## src/rtl/idli_slice_alu.sv

```systemverilog
// Slice-serial ALU and compare unit: operands stream LSB slice first, one
// registered result slice per cycle, compare/carry reported after the last slice.
module idli_slice_alu #(
  parameter int unsigned SLICE_W    = 4,
  parameter int unsigned NUM_SLICES = 4
) (
  input  logic               i_clk,
  input  logic               i_rst,
  input  logic               i_start,
  input  logic [1:0]         i_alu_op,
  input  logic               i_rhs_inv,
  input  logic [1:0]         i_cmp_op,
  input  logic               i_cmp_sign,
  input  logic [SLICE_W-1:0] i_lhs,
  input  logic [SLICE_W-1:0] i_rhs,
  output logic [SLICE_W-1:0] o_res,
  output logic               o_res_vld,
  output logic               o_busy,
  output logic               o_cout,
  output logic               o_cmp,
  output logic               o_cmp_vld
);

  localparam int unsigned CTR_W = (NUM_SLICES > 2) ? $clog2(NUM_SLICES) : 1;

  typedef enum logic [1:0] {ALU_ADD, ALU_AND, ALU_OR, ALU_XOR} alu_op_t;
  typedef enum logic [1:0] {CMP_EQ, CMP_NE, CMP_LT, CMP_GE}    cmp_op_t;
  typedef enum logic       {S_IDLE, S_RUN}                     state_t;

  state_t             state_q;
  logic [CTR_W-1:0]   ctr_q;
  logic               carry_q;
  logic               ccarry_q;
  logic               eq_q;
  alu_op_t            op_q;
  logic               inv_q;
  cmp_op_t            cmp_op_q;
  logic               sign_q;
  logic [SLICE_W-1:0] res_q;
  logic               res_vld_q;
  logic               cout_q;
  logic               cmp_q;
  logic               cmp_vld_q;

  logic               first;
  logic               active;
  logic               last;
  alu_op_t            op;
  logic               inv;
  cmp_op_t            cmp_op;
  logic               sign;
  logic [SLICE_W-1:0] rhs_eff;
  logic               cin;
  logic               ccin;
  logic               add_c;
  logic [SLICE_W-1:0] add_s;
  logic               sub_c;
  logic [SLICE_W-1:0] sub_s;
  logic [SLICE_W-1:0] res_d;
  logic               eq_d;
  logic               n_flag;
  logic               v_flag;
  logic               lt;
  logic               cmp_d;

  always_comb begin
    first   = (state_q == S_IDLE);
    active  = first ? i_start : 1'b1;
    last    = (state_q == S_RUN) && (ctr_q == CTR_W'(NUM_SLICES - 1));
    op      = first ? alu_op_t'(i_alu_op) : op_q;
    inv     = first ? i_rhs_inv : inv_q;
    cmp_op  = first ? cmp_op_t'(i_cmp_op) : cmp_op_q;
    sign    = first ? i_cmp_sign : sign_q;
    rhs_eff = inv ? ~i_rhs : i_rhs;
    cin     = first ? inv : carry_q;
    ccin    = first ? 1'b1 : ccarry_q;
    {add_c, add_s} = {1'b0, i_lhs} + {1'b0, rhs_eff} + {{SLICE_W{1'b0}}, cin};
    {sub_c, sub_s} = {1'b0, i_lhs} + {1'b0, ~i_rhs} + {{SLICE_W{1'b0}}, ccin};
    res_d = '0;
    case (op)
      ALU_ADD: res_d = add_s;
      ALU_AND: res_d = i_lhs & rhs_eff;
      ALU_OR:  res_d = i_lhs | rhs_eff;
      ALU_XOR: res_d = i_lhs ^ rhs_eff;
      default: res_d = '0;
    endcase
    // The chained difference is zero in every slice exactly when lhs == rhs.
    eq_d   = (first ? 1'b1 : eq_q) & (sub_s == '0);
    n_flag = sub_s[SLICE_W-1];
    v_flag = (i_lhs[SLICE_W-1] != i_rhs[SLICE_W-1]) && (sub_s[SLICE_W-1] != i_lhs[SLICE_W-1]);
    lt     = sign ? (n_flag ^ v_flag) : ~sub_c;
    cmp_d  = 1'b0;
    case (cmp_op)
      CMP_EQ:  cmp_d = eq_d;
      CMP_NE:  cmp_d = ~eq_d;
      CMP_LT:  cmp_d = lt;
      CMP_GE:  cmp_d = ~lt;
      default: cmp_d = 1'b0;
    endcase
  end

  always_ff @(posedge i_clk or posedge i_rst) begin
    if (i_rst) begin
      state_q   <= S_IDLE;
      ctr_q     <= '0;
      carry_q   <= 1'b0;
      ccarry_q  <= 1'b0;
      eq_q      <= 1'b1;
      op_q      <= ALU_ADD;
      inv_q     <= 1'b0;
      cmp_op_q  <= CMP_EQ;
      sign_q    <= 1'b0;
      res_q     <= '0;
      res_vld_q <= 1'b0;
      cout_q    <= 1'b0;
      cmp_q     <= 1'b0;
      cmp_vld_q <= 1'b0;
    end else begin
      res_vld_q <= active;
      cmp_vld_q <= last;
      if (active) begin
        res_q    <= res_d;
        carry_q  <= add_c;
        ccarry_q <= sub_c;
        eq_q     <= eq_d;
      end
      if (first) begin
        if (i_start) begin
          op_q     <= alu_op_t'(i_alu_op);
          inv_q    <= i_rhs_inv;
          cmp_op_q <= cmp_op_t'(i_cmp_op);
          sign_q   <= i_cmp_sign;
          ctr_q    <= CTR_W'(1);
          state_q  <= S_RUN;
        end
      end else if (last) begin
        state_q <= S_IDLE;
        ctr_q   <= '0;
        cmp_q   <= cmp_d;
        cout_q  <= (op == ALU_ADD) ? add_c : 1'b0;
      end else begin
        ctr_q <= ctr_q + CTR_W'(1);
      end
    end
  end

  assign o_res     = res_q;
  assign o_res_vld = res_vld_q;
  assign o_busy    = (state_q == S_RUN);
  assign o_cout    = cout_q;
  assign o_cmp     = cmp_q;
  assign o_cmp_vld = cmp_vld_q;

endmodule

```

## config.mk

```make
export PLATFORM = sky130hd
export DESIGN_NAME = idli_slice_alu
export DESIGN_NICKNAME = d
export VERILOG_FILES = /design/src/rtl/idli_slice_alu.sv
export SDC_FILE = /design/constraint.sdc
export NUM_CORES = 1
export LEC_CHECK = 0
export CAP_MARGIN = 20
export CORE_MARGIN = 1.5
export CORE_UTILIZATION = 25
export DETAILED_ROUTE_END_ITERATION = 7
export PLACE_DENSITY = 0.57
export SETUP_SLACK_MARGIN = 0.1
export SYNTH_ARGS = -nofsm -noshare
export SYNTH_HDL_FRONTEND = slang
export SYNTH_SLANG_ARGS = --single-unit
export TNS_END_PERCENT = 100
```

## constraint.sdc

```tcl
create_clock -name i_clk -period 2.6 [get_ports i_clk]
set_clock_uncertainty 0.1 [all_clocks]
set_input_delay 0.26 -clock i_clk [delete_from_list [all_inputs] [get_ports i_clk]]
set_output_delay 0.26 -clock i_clk [all_outputs]
set_load 0.03 [all_outputs]
```

==> qor.tcl, run 1 <==
set qor(hold_path_class) {input pin to async pin}
set qor(power.leakage_uw) 0.000876
set qor(area_growth_pct) 32.9
set qor(final-seq-area_sq_um) 503
set qor(initial_core_util) 0.262
set qor(antenna_violations_before_repair) 0
set qor(design.die.area_sq_um) 6270
set qor(layout.cells.most_common) {clkdlybuf4s50_1}
set qor(hold_viol_final) 0
set qor(finalWirelength_microns) 3020
set qor(chipWidth_microns) 79.2
set qor(setup-violations-final) 0
set qor(worst_path_largest_cell_delay_ns) 0.47
set qor(cts.repair_timing.setup_buffer_count) 0
set qor(multiInputGateArea_sq_um) 870
set qor(crit_type) {flop to flop}
set qor(max-vdd-ir-drop_mv) 0.373
set qor(syn-mean-instance-area_sq_um) 9.87
set qor(first_global_vias) 1081
set qor(clk_path_buf_depth) 2
set qor(yosysWarnings) 0
set qor(clock_tree_from_tritoncts) {built}
set qor(route.vias.total) 1118
set qor(synth_cell_type_count) 38
set qor(clk_root_buffer_cell) {clkbuf_8}
set qor(drv_cap) 0
set qor(io_pins) 26
set qor(crit_path_end_kind) {flop}
set qor(worst-slew-pin-transition_ns) 0.766
set qor(detailedPlacementHpwl_microns) 2450
set qor(overflow_after_grt) 0
set qor(slew-limit-headroom) 0.489
set qor(synth_fp_nets) 181
set qor(antenna_cells_inserted) 0
set qor(maximum_number_of_pins_on_one_net_before_global_route_repair) 21
set qor(setup_tns_ns) 0
set qor(maxClockFrequency_mhz) 416
set qor(port_buffers) 25
set qor(fillerInstances) 570
set qor(synth-seq-area-share) 0.346
set qor(post-route-period-util) 0.926
set qor(fin_crit_ns) 2.41
set qor(crit_slowest_cell) {mux4_2}
set qor(die_h_microns) 79.2
set qor(drt-wirelength-per-cell_microns) 11.9
set qor(replace_congestion) 0.811
set qor(powerDensity_nw_per_um2) 1110
set qor(clkSinkCount) 20
set qor(rsz0062_at_grt) {true}
set qor(worstSetupStartpointType) {flop}
set qor(crit_chain) {mux2i_4 -> xnor2_2 -> fa_2 -> inv_2 -> fa_1 -> mux4_2 -> o21ai_1}
set qor(core_area_sq_um) 5540
set qor(synth_enable_flop_cells) 0
set qor(groute.usage.overall) 0.104
set qor(floorplan.rows) 27
set qor(numPlacedInstances) 249
set qor(cts_made_buffers) 3
set qor(critical_path.max_fanout) 4
set qor(drt-initial-drc-count) 57
set qor(arrival_ns) 2.50
set qor(synth.ff_latch_count) 20
set qor(grt_pass1_wl_microns) 5050
set qor(final_cell_mix) {clkdlybuf4s50_1, inv_1, dfrtp_1}
set qor(first_pass_iters) 4
set qor(route.detailed.drc) 0
set qor(outcome) {finished, final reports clean}
set qor(synth_area_sq_um) 1450
set qor(route.detailed.vias_per_inst) 4.42
set qor(ant_nets) 0
set qor(ctsHtreeMaxLevel) 1
set qor(timing.critical_path.required_ns) 2.69
set qor(ys_async_sr_fraction) 1.00
set qor(r2r_setup_slack_ns) 0.19
set qor(timing.final.max_slew_violations) 0
set qor(cts.reportedPaths.clkPinSlew_ns) 0.08
set qor(finish.cell_count_without_fillers) 253
set qor(insertion_delay_ns) 0.26
set qor(final_core_occ) 0.348
set qor(drive_above_1_share) 0.193
set qor(finalNetCount) 216
set qor(syn-instance-count) 147
set qor(synth-main-ff-cell) {dfrtp_1}
==> routing by layer <==
layer,share of wire,GRT usage
met3,0.054,0.0287
met2,0.50,0.185
met5,0,0
met4,0.0033,0.0158
met1,0.44,0.128
==> what timing repair did <==
| item | in CTS | in global routing |
|---|---|---|
| gates resized for setup | 0 | 1 |
| setup endpoints to repair | 0 | 3 |
| hold buffers | 0 | 0 |
| hold endpoints to repair | 0 | 0 |
==> power by group <==
part | internal [uW] | total (uW) | switching, uW
logic | 676 | 1340 | 662
registers | 458 | 553 | 95.7
clock network | 135 | 241 | 106
total | 1270 | 2130 | 864
==> area by class of cell <==
class | count | area share
Tap cell | 72 | 0.0467
Timing Repair Buffer | 35 | 0.169
Clock buffer | 4 | 0.0285
Multi-Input combinational cell | 99 | 0.451
Sequential cell | 20 | 0.261
Inverter | 23 | 0.0447
==> flip-flops by register name (all words and copies together) (netlist names) <==
register and cells:
o_cmp_vld 1, eq_q 1, cmp_op_q 2, op_q 2, inv_q 1, carry_q 1, o_busy 1, ctr_q 2
o_cout 1, o_cmp 1, ccarry_q 1, o_res_vld 1, sign_q 1, o_res 4
==> synth_stat cells (4+ instances only) <==
library cell  instances  area [sq um]
inv_1                21          78.8
dfrtp_1              19           475
nand2_1              13          48.8
ha_1                 12           150
nor2_1               10          37.5
a21oi_1               9          45.0
mux2_2                6          67.6
fa_1                  5           100
xnor2_1               5          43.8
a211oi_1              4          30.0
nand2b_1              4          25.0
o21ai_0               4          20.0
==> through the flow <==
stage / worst slack (ns) / total power (uW) / hold slack [ns] / cell area [sq um]
after floorplan: -0.0375 / 1520 / 0.123 / 1490
after global placement: -0.0257 / 1880 / 0.353 / 1870
after detailed placement: -0.0648 / 1910 / 0.358 / 1870
after CTS: 0.171 / 2160 / 0.373 / 1920
after global routing: 0.0731 / 2320 / 0.390 / 1930
final: 0.193 / 2130 / 0.337 / 1930
==> path summary, 6_finish.rpt <==
| kind | startpoint | end | depth (start not counted) |
|---|---|---|---|
| min in group i_clk | ccarry_q | ccarry_q | 1 |
| worst max register to register | o_busy | o_res[1] | 7 |
| worst max-delay path | o_busy | o_res[1] | 7 |
| worst min register to register | ccarry_q | ccarry_q | 1 |
| max in group asynchronous | i_rst | o_busy | 2 |
| worst min-delay path | i_rst | o_cmp_vld | 2 |
==> cells by family after synthesis <==
family          Yosys count  synth area share
compound gates           30             0.134
mux                      14             0.133
simple gates             32             0.100
buf+inv                  28            0.0784
fa+ha+maj                17             0.172
xor+xnor                  6            0.0362
flops                    20             0.346
==> critical path, delay by kind of cell, from the launching register on <==
kind | cells | cell delay, ns
XOR/XNOR | 1 | 0.15
adder cells (fa/ha/maj) | 2 | 0.76
multiplexers | 2 | 0.69
flip-flops | 1 | 0.46
AO/OA/AOI/OAI | 1 | 0.12
buffers and inverters | 1 | 0.06
Power figures use the tool's default switching activity.
==> inputs of run 2 (changes only) <==
--- a/config.mk
+++ b/config.mk
@@ -5,7 +5,6 @@
 export SDC_FILE = /design/constraint.sdc
 export NUM_CORES = 1
 export LEC_CHECK = 0
-export CAP_MARGIN = 20
 export CORE_MARGIN = 1.5
 export CORE_UTILIZATION = 25
 export DETAILED_ROUTE_END_ITERATION = 7
==> results of run 2 <==
No change in the layout: final DEF, timing and power equal those of run 1.
